`config.mk`:
```
export PLATFORM = sky130hd
export DESIGN_NAME = switch_spike_encoder
export DESIGN_NICKNAME = d
export VERILOG_FILES = /design/src/rtl/snn_pkg.sv /design/src/rtl/spike_encoder_channel.sv /design/src/rtl/switch_spike_encoder.sv
export SDC_FILE = /design/constraint.sdc
export NUM_CORES = 1
export LEC_CHECK = 0
export BUFFER_PORTS_ARGS = -buffer_cell sky130_fd_sc_hd__buf_4
export CAP_MARGIN = 30
export CORE_MARGIN = 4
export CORE_UTILIZATION = 45
export CTS_CLUSTER_DIAMETER = 80
export DETAILED_ROUTE_END_ITERATION = 10
export PLACE_DENSITY = 0.69
export SLEW_MARGIN = 20
export SYNTH_ARGS = -nofsm -noshare
export SYNTH_HDL_FRONTEND = slang
export SYNTH_SLANG_ARGS = --single-unit
```
`constraint.sdc`:
```
create_clock -name clk -period 2.4 [get_ports clk]
set_clock_uncertainty 0.1 [all_clocks]
set_input_delay 0 -clock clk [delete_from_list [all_inputs] [get_ports clk]]
set_output_delay 0 -clock clk [all_outputs]
set_load 0.005 [all_outputs]
```
`src/rtl/snn_pkg.sv`:
```
// snn_pkg: shared defaults and counter-width helpers for the SNN switch front end
package snn_pkg;
    localparam int DEFAULT_DEBOUNCE_CYCLES = 4;
    localparam int DEFAULT_SPIKE_PERIOD    = 5;
    localparam int DEFAULT_DB_CNT_W        = $clog2(DEFAULT_DEBOUNCE_CYCLES + 1);
    localparam int DEFAULT_PHASE_W         = $clog2(DEFAULT_SPIKE_PERIOD);

    function automatic int db_cnt_w(input int cycles);
        return $clog2(cycles + 1);
    endfunction

    function automatic int phase_w(input int period);
        return $clog2(period);
    endfunction
endpackage

```
`src/rtl/spike_encoder_channel.sv`:
```
// spike_encoder_channel: sync, debounce and periodic spike generation for one switch
module spike_encoder_channel
    import snn_pkg::*;
#(
    parameter int DEBOUNCE_CYCLES = DEFAULT_DEBOUNCE_CYCLES,
    parameter int SPIKE_PERIOD    = DEFAULT_SPIKE_PERIOD
) (
    input  logic clk,
    input  logic rst_n,
    input  logic enable,
    input  logic switch_raw,
    output logic switch_db,
    output logic spike
);
    localparam int CW = db_cnt_w(DEBOUNCE_CYCLES);
    localparam int PW = phase_w(SPIKE_PERIOD);
    localparam logic [CW-1:0] CNT_LAST = CW'(DEBOUNCE_CYCLES - 1);
    localparam logic [PW-1:0] PH_LAST  = PW'(SPIKE_PERIOD - 1);

    logic          s1, s2, flip, db_next;
    logic [CW-1:0] cnt;
    logic [PW-1:0] phase;

    always_comb begin
        flip    = (s2 != switch_db) && (cnt == CNT_LAST);
        db_next = switch_db ^ flip;
    end

    // the rate generator runs only while db is high both before and after this edge,
    // so a falling db suppresses a spike that would land on the wrap edge
    always_ff @(posedge clk or negedge rst_n) begin
        if (!rst_n) begin
            s1        <= 1'b0;
            s2        <= 1'b0;
            cnt       <= '0;
            switch_db <= 1'b0;
            phase     <= '0;
            spike     <= 1'b0;
        end else begin
            s1        <= switch_raw;
            s2        <= s1;
            cnt       <= (s2 == switch_db || flip) ? '0 : cnt + 1'b1;
            switch_db <= db_next;
            if (!(switch_db && db_next)) begin
                phase <= '0;
                spike <= 1'b0;
            end else if (!enable) begin
                spike <= 1'b0;
            end else begin
                spike <= (phase == PH_LAST);
                phase <= (phase == PH_LAST) ? '0 : phase + 1'b1;
            end
        end
    end
endmodule

```
`src/rtl/switch_spike_encoder.sv`:
```
// switch_spike_encoder: two independent switch-to-spike channels feeding the XOR SNN core
module switch_spike_encoder
    import snn_pkg::*;
#(
    parameter int DEBOUNCE_CYCLES = DEFAULT_DEBOUNCE_CYCLES,
    parameter int SPIKE_PERIOD    = DEFAULT_SPIKE_PERIOD
) (
    input  logic clk,
    input  logic rst_n,
    input  logic enable,
    input  logic switch_raw_0,
    input  logic switch_raw_1,
    output logic switch_db_0,
    output logic switch_db_1,
    output logic spike_out_0,
    output logic spike_out_1
);
    initial begin
        if (DEBOUNCE_CYCLES < 1) $fatal(1, "DEBOUNCE_CYCLES must be >= 1");
        if (SPIKE_PERIOD < 2) $fatal(1, "SPIKE_PERIOD must be >= 2");
    end

    spike_encoder_channel #(.DEBOUNCE_CYCLES(DEBOUNCE_CYCLES), .SPIKE_PERIOD(SPIKE_PERIOD)) u_ch0 (
        .clk(clk), .rst_n(rst_n), .enable(enable),
        .switch_raw(switch_raw_0), .switch_db(switch_db_0), .spike(spike_out_0)
    );

    spike_encoder_channel #(.DEBOUNCE_CYCLES(DEBOUNCE_CYCLES), .SPIKE_PERIOD(SPIKE_PERIOD)) u_ch1 (
        .clk(clk), .rst_n(rst_n), .enable(enable),
        .switch_raw(switch_raw_1), .switch_db(switch_db_1), .spike(spike_out_1)
    );
endmodule
```
; ---- Word level (Yosys, flattened, before mapping)
; Cells that the tools add are included.
; Widths: inputs -> output; s select.
[totals]
regBits = 20
in_bits = 5
wordCells = 46
[classes]
n_bitwise = 2
mux = 12
reduce_logical = 6
n_eq_ne = 10
n_addsub = 4
[ops]
columns = op, count
row1 = $mux 3, 8
row2 = $add 3x1->3 const B, 4
row3 = $eq 3x2->1 const B, 2
row4 = $eq 3x3->1 const B, 2
row5 = $logic_and 1x1->1, 4
row6 = $mux 1, 4
row7 = $ne 2x2->1 const B, 2
row8 = $eq 1x1->1, 2
row9 = $logic_or 1x1->1, 2
row10 = $ne 1x1->1, 2
row11 = $xor 1x1->1, 2

; ---- Logic depth before layout (Yosys ltp)
; Gate-level depths: netlist (run 1).
[logic_depth]
depth_word = 5
depth_mapped = 5
depth_no_buf = 5

; ---- Cells and area by module
; A second synthesis (run 1) with hierarchy kept.
[hier_totals]
cells_unflattened = 72
area_unflattened_um2 = 848.3
[modules_own_cells]
columns = mod, seq_area_each_um2, instances, area_per_inst_um2, cells_per_inst
row1 = spike_encoder_channel, 250.2, 2, 424.2, 36

; ---- Worst setup path before layout (run 1)
; OpenSTA, ideal clock, no wires.
[synth_path]
path_kind = register to register
from = register u_ch0.cnt[0]
to = register with a tool-made name
synth_period_minus_slack_ns = 1.256
required_ns = 2.173
path_slack_ns = 1.144
path_buffers = 0
t_arrival_ns = 1.028
path_stages_with_launch = 4
setup_ns = 0.127
cell_sequence = dfrtp_1 -> ha_1 -> ha_1 -> mux2_1
[synth_rtl]
columns = element, line
row1 = from (decl), spike_encoder_channel.sv:21  ; logic [CW-1:0] cnt;
row2 = from (signal assigned), spike_encoder_channel.sv:42  ; cnt <= (s2 == switch_db || flip) ? '0 : cnt + 1'b1;

; ---- Worst setup path in the final report (run 1)
[layout_path]
from = register u_ch1.cnt[0]
to = register u_ch1.phase[1]
[layout_between]
elab_chain_len = 5
word_cells_on_any_way = 6
cone_classes = 2 x eq/ne / 1 x mux / 1 x bitwise / 2 x reduce/logical
[layout_lines]
columns = element, line
row1 = from (decl), spike_encoder_channel.sv:21
row2 = from (signal assigned), spike_encoder_channel.sv:42
row3 = $eq 3x2->1 *, spike_encoder_channel.sv:25  ; flip = (s2 != switch_db) && (cnt == CNT_LAST);
row4 = $logic_and 1x1->1 *, spike_encoder_channel.sv:25
row5 = $xor 1x1->1 *, spike_encoder_channel.sv:26  ; db_next = switch_db ^ flip;
row6 = $logic_and 1x1->1 *, spike_encoder_channel.sv:44  ; if (!(switch_db && db_next)) begin
row7 = $ne 2x2->1 (no line) / $mux 3 (equally long branches), -
row8 = to (signal assigned), spike_encoder_channel.sv:51  ; phase <= (phase == PH_LAST) ? '0 : phase + 1'b1;
row9 = to (decl), spike_encoder_channel.sv:22  ; logic [PW-1:0] phase;
; Mark *: on every way between the ends. The rest lies on a longest branch, timed or not.
; A chain may end at the register's enable or synchronous reset.

==> results of run 1 <==
[power by group through the flow]
stage | Sequential, mW | Clock (mW) | Combinational (mW)
finish | 0.467 | 0.271 | 0.260
floorplan | 0.464 | 0 | 0.179
global placement | 0.471 | 0 | 0.251
detailed placement | 0.474 | 0 | 0.261
CTS | 0.468 | 0.279 | 0.268
global route | 0.479 | 0.297 | 0.305
[cell usage in the layout (no fill, tap or decap)]
cell type,count
nand2_1,5
nand2b_1,2
mux2i_1,2
o21ai_2,1
and3_1,2
o21ai_1,2
o211a_1,1
nand3b_1,1
ha_1,8
buf_4,8
dfrtp_1,20
clkbuf_4,3
inv_1,8
xor2_1,2
a21oi_1,4
bufinv_16,1
dlygate4sd3_1,4
mux2_1,2
nand3_1,4
nor3_2,1
nor2_1,8
[logic make-up (layout without fill, tap and decap cells)]
group / Yosys count / after routing / synth area share, %
XOR/XNOR: 2 / 2 / 2.04
flip-flops: 20 / 20 / 58.3
adder cells (fa/ha/maj): 8 / 8 / 11.7
AND/OR/NAND/NOR: 23 / 23 / 13.0
AO/OA/AOI/OAI: 8 / 8 / 5.69
multiplexers: 4 / 4 / 4.96
buffers and inverters: 9 / 24 / 4.37
[path summary, 6_finish.rpt]
| path | endpoint | slack (ns) |
|---|---|---|
| min | u_ch1.phase[2]$_DFFE_PN0P_ | 0.01 |
| max | u_ch1.phase[1]$_DFFE_PN0P_ | 1.07 |
| min in group clk | u_ch1.s1$_DFF_PN0_ | 0.24 |
| min reg2reg | u_ch0.s2$_DFF_PN0_ | 0.26 |
| max in group asynchronous | u_ch0.cnt[2]$_DFF_PN0_ | 1.98 |
| max reg2reg | u_ch1.phase[1]$_DFFE_PN0P_ | 1.07 |
[worst register-to-register path, stage by stage, from the launching register on]
cell     delay (ns)
dfrtp_1        0.38
ha_1           0.15
ha_1           0.17
inv_1          0.07
o21ai_1        0.26
nor2_1         0.09
[per-layer routing]
metal  up-vias  share of wire [%]  track usage [%]
met5         -                  0                0
met3         5                3.0             2.58
met2        11                 53             20.3
met4         0                1.7             5.24
met1       284                 42             13.5
li1        270                  -                -
[cell type report]
class / instances / area, µm²
Multi-Input combinational cell: 45 / 320
Clock buffer: 3 / 22.5
Timing Repair Buffer: 12 / 100
Clock inverter: 1 / 30.0
Tap cell: 25 / 31.3
Sequential cell: 20 / 500
Fill cell: 163 / 729
Inverter: 8 / 30.0
[sequential cells by signal, summed over array words and instances (netlist names), named ones only]
register     count
u_ch1.cnt        3
u_ch1.s2         1
u_ch1.phase      3
u_ch0.cnt        3
u_ch0.s2         1
u_ch1.spike      1
u_ch0.spike      1
u_ch0.s1         1
u_ch1.s1         1
u_ch0.phase      3
[metrics by stage]
step                      worst slack [ns]  cells  hold WS, ns  power (mW)
final                                 1.07    114       0.0110       0.999
after global routing                 0.960    114       0.0105        1.08
after CTS                             1.05    114      0.00179        1.01
after detailed placement              1.07    106       -0.209       0.735
after global placement                1.10    106       -0.210       0.722
after floorplan                       1.14     74       -0.396       0.643
[cell usage after synthesis]
| library cell | n |
|---|---|
| nand3b_1 | 1 |
| buf_4 | 1 |
| nand2b_1 | 2 |
| nand3_1 | 4 |
| nor3_2 | 1 |
| dfrtp_1 | 20 |
| inv_1 | 8 |
| o211a_1 | 1 |
| nand2_1 | 5 |
| mux2_1 | 2 |
| mux2i_1 | 2 |
| o21ai_1 | 2 |
| ha_1 | 8 |
| o21ai_2 | 1 |
| nor2_1 | 8 |
| a21oi_1 | 4 |
| xor2_1 | 2 |
| and3_1 | 2 |
[what timing repair did]
item                                    in CTS  in global routing
hold buffers                                 4                  0
hold endpoints to repair                    30                  0
endpoints found under the setup margin       0                  0
==> results.md, run 1 <==
- Clk slew on worst S/H paths: approximately 0.12 ns
- Cells after Synth: 74
- GP Congestion: ~0.76
- Fin crit share: 55.5%
- Net Count, Synth: 87
- Pins Over Slew Limit: 0
- Crit path top cell by count: ha_1
- Nets@finish: roughly 100
- Status: finished clean
- Final setup vio count: 0
- Power Internal: around 0.7 mW
- Sequential cell fraction of total power: 46.8%
- Tmin final: 1.33 ns
- Combinational power share: between 20% and 30%
- VDD IR max: around 600 µV
- Max cap viols: 0
- Cell family with most CP delay: flip-flops
- Critical path capture point type: flop
- CTS H-tree depth: 1
- Final cell utilization of the core: between 50% and 60%
- Worst EP required: 2.49 ns
- DRT Wirelength: ~1300 µm
- Unique masters post-synth: 18
- Post-synthesis sequential area ratio: 58.3%
- Synth area leader: dfrtp_1
- GR Overflow Total: 0
- # clock sinks: 20
- Actual slew at the worst max-slew pin: ~0.3 ns
- Vias per inst: ~5
- Post-route ant nets: 0
- Critical path data arrival time: around 1.4 ns
- Ant. Diodes: 0
- Max Fclk: 751 MHz
- Initial antenna violation count: 0
- Worst path bufs/invs: 1
- Max Buffers Root-to-Sink: 2
- Iteration-0 DRC Markers: 7
- CORE AREA: 0.00176 mm²
- Die height: around 52 µm
- HPWL after DPL: roughly 920 µm
- Switching Share: 29.5%
- Total number of yosys warnings: 0
- R2R cell count: 5
- Leak: approximately 0.51 nW
- Routed len/inst: between 10 and 15 µm
- HP Class: input pin to async pin
- Critical path's largest stage delay: 0.38 ns
- Final Hold Fails: 0
- Residual DRC: 0
- # rows: 15
- Global-route wire length before repair: 2280 µm
- Crit. Startpoint: u_ch1.cnt[0]$_DFF_PN0_
- Final instance area: 0.00103 mm²
- Worst r2r src: u_ch1.cnt[0]$_DFF_PN0_
- Slew headroom: between 80% and 90%
- Vias: 570
- Die ar.: roughly 0.0027 mm²
- Pwr dens: about 970 mW/mm²
- Gr usage total: between 10% and 20%
- Psw: 0.294 mW
- Synth area leaders: dfrtp_1 58%, ha_1 12%, inv_1 3.5%, nor2_1 3.5%, mux2_1 2.6%
- Share of layout cells above drive strength 1: 15.7%
- Slowest cell on the critical path: dfrtp_1
- Synthesized flop and latch total: 20
- Critical Path Fanout Max: 4
- DP Area: about 940 µm²
- CTS tree: done
- Setup TNS: 0 ns
- Root Buffer: clkbuf_4
- Mapped Area: 858 µm²
- Pin count of the biggest net entering global routing: 21
- Port Buffers: 8
- Syn avg cell area: 11.6 µm²
- Vias in the first global route: 571
- Startpoint types: flop
- Area share of the largest cell type after synthesis: approximately three fifths
- Initial core utilization: roughly 50%
- IO Pins: 9
- Clk pwr share: 27.2%
- Area growth syn-to-layout: 20.6%
- TritonCTS Buffers: 3
- Clk_lat worst skew: 0.30 ns
- Die Wd: roughly 52 µm
- Setup Fix Bufs, Post-CTS: 0
- Drt pass-1 iters: 4
- CTS resizes: 0
- Cells along the critical path: ha_1 -> ha_1 -> inv_1 -> o21ai_1 -> nor2_1
- Critical path type: flop to flop
- RSZ-0062 raised after global routing: false
- Worst path depth: 5
(Power assumes the default switching activity.)
==> inputs of run 2 (changes only) <==
--- a/config.mk
+++ b/config.mk
@@ -5,13 +5,15 @@
 export SDC_FILE = /design/constraint.sdc
 export NUM_CORES = 1
 export LEC_CHECK = 0
+export ABC_AREA = 1
 export BUFFER_PORTS_ARGS = -buffer_cell sky130_fd_sc_hd__buf_4
 export CAP_MARGIN = 30
+export CORE_ASPECT_RATIO = 1.5
 export CORE_MARGIN = 4
 export CORE_UTILIZATION = 45
 export CTS_CLUSTER_DIAMETER = 80
 export DETAILED_ROUTE_END_ITERATION = 10
-export PLACE_DENSITY = 0.69
+export PLACE_DENSITY = 0.68
 export SLEW_MARGIN = 20
 export SYNTH_ARGS = -nofsm -noshare
 export SYNTH_HDL_FRONTEND = slang
==> constraint.sdc (replaced) <==
create_clock -name clk -period 1.3 [get_ports clk]
set_clock_uncertainty 0.1 [all_clocks]
set_input_delay 0 -clock clk [delete_from_list [all_inputs] [get_ports clk]]
set_output_delay 0 -clock clk [all_outputs]
set_load 0.005 [all_outputs]
==> run 2 against run 1 <==
Net effect: the run now ends with setup timing left; sequential cell count stayed put; core utilization is 6.8 points higher; critical path type unchanged; combinational power grew to 3.1 times the previous value; critical path depth is 1 higher; die area is 6.1% higher; first-iteration DRC count is 86% higher; non-clock buffer count is 6 higher; routed wire length is 28% higher.
==> results.md, run 2 <==
- Commonest non-fill, non-tap cell in the layout: nand2_1
- Critical path type: flop to flop
- Filler-free cell count of the finished design: 142 (+25%)
- CORE AREA: 0.00188 mm² (+6.5%)
- Ant. Diodes: 0 (unchanged)
- Fin crit share: 101% (+45 points)
- CTS tree: done
- Max Buffers Root-to-Sink: 2 (unchanged)
- VDD IR max: 1050 µV (+74%)
- Synthesized flop and latch total: 20 (unchanged)
- Routed len/inst: 11.5 µm (+3.0%)
- Final Hold Fails: 0 (unchanged)
- Post-synth top cells: 24 x nand2_1, 20 x dfrtp_1, 18 x inv_1
- Unique masters post-synth: 16 (-2)
- Vias per inst: 4.80 (-4.1%)
- Residual DRC: 0 (unchanged)
- Violated checks: setup timing
- Initial antenna violation count: 0 (unchanged)
- Net Count, Synth: 112 (+29%)
- Total design power: 2.27 mW (+130%)
- Post-route ant nets: 0 (unchanged)
- Pins Over Slew Limit: 0 (unchanged)
- Area share of the largest cell type after synthesis: 54.7% (-3.6 points)
- Share of layout cells above drive strength 1: 27.3% (+12 points)
- Post-synth EDFFs: 0 (unchanged)
- Top-count cell post-synth: nand2_1
- Most frequent cells in the layout: 24 x nand2_1, 20 x dfrtp_1, 18 x inv_1
- Critical Path Fanout Max: 4 (unchanged)
- Slew headroom: 82.0% (+1.9 points)
- Synth area leaders: dfrtp_1 55%, ha_1 11%, nand2_1 9.8%, inv_1 7.4%, nor2_1 4.1%
- GP Congestion: 0.728 (-4.7%)
- Pwr dens: 1850 mW/mm² (+92%)
- Place WS: -0.112 ns (-1.19 ns)
- Worst EP required: 1.43 ns (-1.06 ns)
- DRT Wirelength: 1630 µm (+28%)
- Port Buffers: 8 (unchanged)
- Die height: 63.2 µm (+22%)
- Die Wd: 44.8 µm (-13%)
- # fillers: 151 (-7.4%)
- PnR worst setup slack: -0.00701 ns (-1.08 ns)
- IO Pins: 9 (unchanged)
- Nets@finish: 135 (+31%)
- Clk_lat worst skew: 0.30 ns (about the same)
- Total area of sequential cells: 500 µm² (unchanged)
- Cells after Synth: 99 (+34%)
- TritonCTS Buffers: 3 (unchanged)
- CTS H-tree depth: 1 (unchanged)
- Root Buffer: clkbuf_4
- Post-synthesis sequential area ratio: 54.7% (-3.6 points)
- # clock sinks: 20 (unchanged)
- Max cap viols: 0 (unchanged)
- Leak: 0.637 nW (+24%)
- HPWL after DPL: 1080 µm (+18%)
- Die ar.: 0.00283 mm² (+6.1%)
- R2R Setup Slk: -0.007 ns (-1.08 ns)
- Post-synth ARST share: 100% (unchanged)
- Predominant post-synthesis flop cell: dfrtp_1
- # rows: 19 (+4)
- Tmin final: 1.31 ns (-0.0244 ns)
- Iteration-0 DRC Markers: 13 (+6)
- Initial core utilization: 48.7% (about the same)
- Mapped Area: 915 µm² (+6.6%)
- Synth area leader: dfrtp_1
- Vias in the first global route: 713 (+25%)
- Actual slew at the worst max-slew pin: 0.269 ns (-0.0272 ns)
- Gr usage total: 13.9% (+2.3 points)
- Area occupied by multi-input gates: 430 µm² (+34%)
- RSZ-0062 raised after global routing: true
- Critical path capture point type: flop
- Max Fclk: 765 MHz (+1.9%)
- Drt pass-1 iters: 2 (-2)
- Area growth syn-to-layout: 34.3%
- GR Overflow Total: 0 (unchanged)
- HP Class: input pin to flop
- Startpoint types: flop
- Critical path data arrival time: 1.44 ns (+0.02 ns)
- Syn avg cell area: 9.24 µm² (-20%)
- Status: complete, but fails checks
- Clk slew on worst S/H paths: 0.11 ns (about the same)
- Vias: 681 (+19%)
- Final setup vio count: 1 (+1)
- Global-route wire length before repair: 2930 µm (+28%)
- Pin count of the biggest net entering global routing: 21 (unchanged)
- Inst Count DP: 129 (+22%)
- Total number of yosys warnings: 0 (unchanged)
==> run 2: changes by cell type after synthesis, moves of 3 or more <==
cell and delta:
nand2_1 +19, nor2_2 +4, nand2_2 +3, inv_1 +10
==> run 2: path summary, 6_finish.rpt <==
| check | startpoint | to | cells past startpoint |
|---|---|---|---|
| worst max-delay path | u_ch0.cnt[0]$_DFF_PN0_ | u_ch0.spike$_DFF_PN0_ | 6 |
| worst min register to register | u_ch1.s1$_DFF_PN0_ | u_ch1.s2$_DFF_PN0_ | 0 |
| worst min-delay path | switch_raw_1 | u_ch1.s1$_DFF_PN0_ | 2 |
| max in group asynchronous | rst_n | u_ch0.spike$_DFF_PN0_ | 3 |
| min in group asynchronous | rst_n | u_ch0.cnt[2]$_DFF_PN0_ | 3 |
| worst max register to register | u_ch0.cnt[0]$_DFF_PN0_ | u_ch0.spike$_DFF_PN0_ | 6 |
==> run 2: kinds of logic (layout without fill, tap and decap cells) <==
family	count (synthesis)	count (layout)	share of synthesized area (%)
and+or+nand+nor	46	46	22.7
buffers and inverters	19	41	7.80
adders and majority gates	8	8	10.9
AOI/OAI and AO/OA	6	6	3.83
DFF	20	20	54.7
==> run 2: layout make-up <==
type	instances	area share [%]
Sequential cell	20	40.7
Multi-Input combinational cell	60	35.0
Timing Repair Buffer	18	12.0
Inverter	19	5.80
Clock inverter	1	2.44
Tap cell	21	2.14
Clock buffer	3	1.83
==> run 2: repair_timing <==
item | CTS | global route
gates resized for setup | 14 | 3
hold buffers | 5 | 0
buffers inserted | 2 | 2
endpoints found under the hold margin | 30 | 0
pin swaps | 9 | 5
endpoints found under the setup margin | 14 | 12
==> run 2: report_power, final <==
group | switching, mW | internal (mW)
Sequential | 0.168 | 0.789
Combinational | 0.408 | 0.401
Clock | 0.196 | 0.312
==> run 2: layer usage <==
metal	up-vias	routed length, µm	part of all wire (%)	GRT usage, %
met3	7	89	5.5	4.27
met5	-	0	0	0
li1	340	-	-	-
met1	321	623	38	14.0
met2	13	867	53	24.3
met4	0	46	2.8	7.33
==> run 2: critical path: stages, from the launching register on <==
cell and delay (ns):
dfrtp_1 0.42, ha_4 0.17, ha_4 0.17, nand2_4 0.06, nand2_4 0.06, buf_4 0.14
nor3_2 0.10
==> run 2: stage by stage <==
stage	cell area (µm²)	utilization [%]	TNS [ns]	hold slack [ns]
global route	1230	65.4	-0.536	0.253
finish	1230	65.4	-0.00701	0.244
floorplan	915	-	0	-0.396
CTS	1200	63.7	-0.0358	0.226
global placement	1010	53.7	-0.317	-0.212
detailed placement	1010	53.7	-0.755	-0.208
==> inputs of run 3 (changes only) <==
--- a/config.mk
+++ b/config.mk
@@ -8,7 +8,6 @@
 export ABC_AREA = 1
 export BUFFER_PORTS_ARGS = -buffer_cell sky130_fd_sc_hd__buf_4
 export CAP_MARGIN = 30
-export CORE_ASPECT_RATIO = 1.5
 export CORE_MARGIN = 4
 export CORE_UTILIZATION = 45
 export CTS_CLUSTER_DIAMETER = 80
==> run 3 against run 2 <==
Net effect: the flow now finishes without violations; worst hold slack about the same; setup slack improved by 0.011 ns; sequential cell count unchanged; core utilization decreased by 4.1 points; clock-buffer cell count increased by 1; first-iteration DRC count decreased by 38%; sequential power decreased by 1%; die area decreased by 0.52%; via count decreased by 5.7%; clock power decreased by 31%; final cell count increased by 1.4%; power decreased by 9.6%.
==> results.md, run 3 (same netlist as run 2, synthesis figures left out) <==
- Vias in the first global route: 571 (-20%)
- Routed len/inst: 9.19 µm (-20%)
- Vias per inst: 4.46 (-7.0%)
- Filler-free cell count of the finished design: 144 (+1.4%)
- Most frequent cells in the layout: 24 x nand2_1, 20 x dfrtp_1, 18 x inv_1
- Final setup vio count: 0 (-1)
- Global-route wire length before repair: 2430 µm (-17%)
- Final instance area: 0.00119 mm² (-3.1%)
- Tmin final: 1.30 ns (-0.0115 ns)
- Clk pwr share: 17.1% (-5.2 points)
- Pin count of the biggest net entering global routing: 21 (unchanged)
- Switching Share: 35.8% (+1.9 points)
- Fin crit share: 99.7% (-0.88 points)
- Nets@finish: 131 (-3.0%)
- Worst r2r src: u_ch1.cnt[0]$_DFF_PN0_
- CTS tree: done
- Final cell utilization of the core: 61.3% (-4.1 points)
- HPWL after DPL: 985 µm (-9.1%)
- GP Congestion: 0.798 (+9.5%)
- Share of layout cells above drive strength 1: 27.4% (+0.078 points)
- Post-route ant nets: 0 (unchanged)
- Root Buffer: clkbuf_4
- Psw: 0.736 mW (-4.6%)
- Max Fclk: 772 MHz (+0.88%)
- GR Overflow Total: 0 (unchanged)
- Initial antenna violation count: 0 (unchanged)
- CORE AREA: 0.00194 mm² (+3.4%)
- Critical path type: flop to flop
- Max Buffers Root-to-Sink: 2 (unchanged)
- Max cap viols: 0 (unchanged)
- CTS H-tree depth: 1 (unchanged)
- Die Wd: 53.1 µm (+18%)
- Startpoint types: flop
- RSZ-0062 raised after global routing: true
- Crit. Startpoint: u_ch1.cnt[0]$_DFF_PN0_
- TritonCTS Buffers: 3 (unchanged)
- # rows: 16 (-3)
- Iteration-0 DRC Markers: 8 (-5)
- Drt pass-1 iters: 4 (+2)
- Total design power: 2.06 mW (-9.6%)
- Commonest non-fill, non-tap cell in the layout: nand2_1
- HP Class: input pin to flop
- Ant. Diodes: 0 (unchanged)
- Clk_lat worst skew: 0.29 ns (about the same)
- Inst Count DP: 135 (+4.7%)
- # clock sinks: 20 (unchanged)
- Combinational power share: 37.0% (+1.4 points)
- Area growth syn-to-layout: 30.2%
- Critical path data arrival time: 1.44 ns (about the same)
- Die height: 53.1 µm (-16%)
- Clk slew on worst S/H paths: 0.11 ns (about the same)
- Vias: 642 (-5.7%)
- Sequential cell fraction of total power: 46.0% (+3.9 points)
- Residual DRC: 0 (unchanged)
- IO Pins: 9 (unchanged)
- Power Internal: 1.32 mW (-12%)
- Gr usage total: 12.4% (-1.5 points)
- DRT Wirelength: 1320 µm (-19%)
- Die ar.: 0.00282 mm² (-0.52%)
- Actual slew at the worst max-slew pin: 0.270 ns (+0.000766 ns)
- Worst Hold Slack: 0.244 ns (+0.000424 ns)
- PnR worst setup slack: 0.00445 ns (+0.0115 ns)
- VDD IR max: 1040 µV (-0.39%)
- Initial core utilization: 47.1% (-1.6 points)
- Pins Over Slew Limit: 0 (unchanged)
- Status: finished clean
- Leak: 0.615 nW (-3.5%)
- HP Start: switch_raw_1
- DP Area: 0.00102 mm² (+0.74%)
- Final Hold Fails: 0 (unchanged)
- Slew headroom: 82.0% (about the same)
- Place WS: -0.0762 ns (+0.0356 ns)
- Setup TNS: 0 ns (+0.00701 ns)
- Pwr dens: 1730 mW/mm² (-6.8%)
- Port Buffers: 8 (unchanged)
- Worst EP required: 1.44 ns (about the same)
- Critical Path Fanout Max: 4 (unchanged)
- Critical path capture point type: flop
## run 3: changes by cell type in the layout (fill, tap and decap cells not counted), sizes merged
cell    before  now
bufinv       1    0
buf         13    9
clkbuf       3    4
## run 3: power groups by stage
stage	Sequential [mW]	Combinational, mW	Clock (mW)
CTS	0.932	0.755	0.370
global placement	0.928	0.596	0
global route	0.973	0.886	0.400
detailed placement	0.933	0.620	0
finish	0.944	0.760	0.350
floorplan	0.911	0.456	0
## run 3: timing repair
| action | 4_1_cts | 5_1_grt |
|---|---|---|
| endpoints found under the hold margin | 30 | 0 |
| hold buffers | 5 | 0 |
| cloned | 0 | 0 |
| gates resized for setup | 14 | 6 |
| setup buffers | 1 | 0 |
| pin swaps | 8 | 6 |
| setup endpoints to repair | 12 | 14 |
## run 3: critical path, stage by stage, from the launching register on
cell and delay, ns:
dfrtp_1 0.40, ha_2 0.19, ha_4 0.17, nand2_4 0.07, nand2_4 0.07, nor2_4 0.12
nand2_1 0.06, nand2_1 0.06
## run 3: worst paths after layout
path,end,slack [ns],cells past startpoint
setup / recovery,u_ch1.phase[2]$_DFFE_PN0P_,0.004,7
hold / removal,u_ch1.s1$_DFF_PN0_,0.24,2
setup reg to reg,u_ch1.phase[2]$_DFFE_PN0P_,0.004,7
hold reg to reg,u_ch1.s2$_DFF_PN0_,0.26,0
max in group asynchronous,u_ch0.phase[2]$_DFFE_PN0P_,0.36,3
min in group asynchronous,u_ch0.cnt[2]$_DFF_PN0_,0.53,3
## run 3: metal layers
metal  vias to the layer above  wire length, µm  track usage (%)
met3                         4               61             4.51
li1                        333                -                -
met2                        11              581             18.0
met4                         0               35             7.66
met1                       294              646             15.6
met5                         -                0                0
## run 3: final cells by class
class	instances	area, µm²
Sequential cell	20	500
Clock buffer	4	36.3
Fill cell	160	751
Tap cell	27	33.8
Multi-Input combinational cell	60	428
Timing Repair Buffer	14	121
Inverter	19	71.3
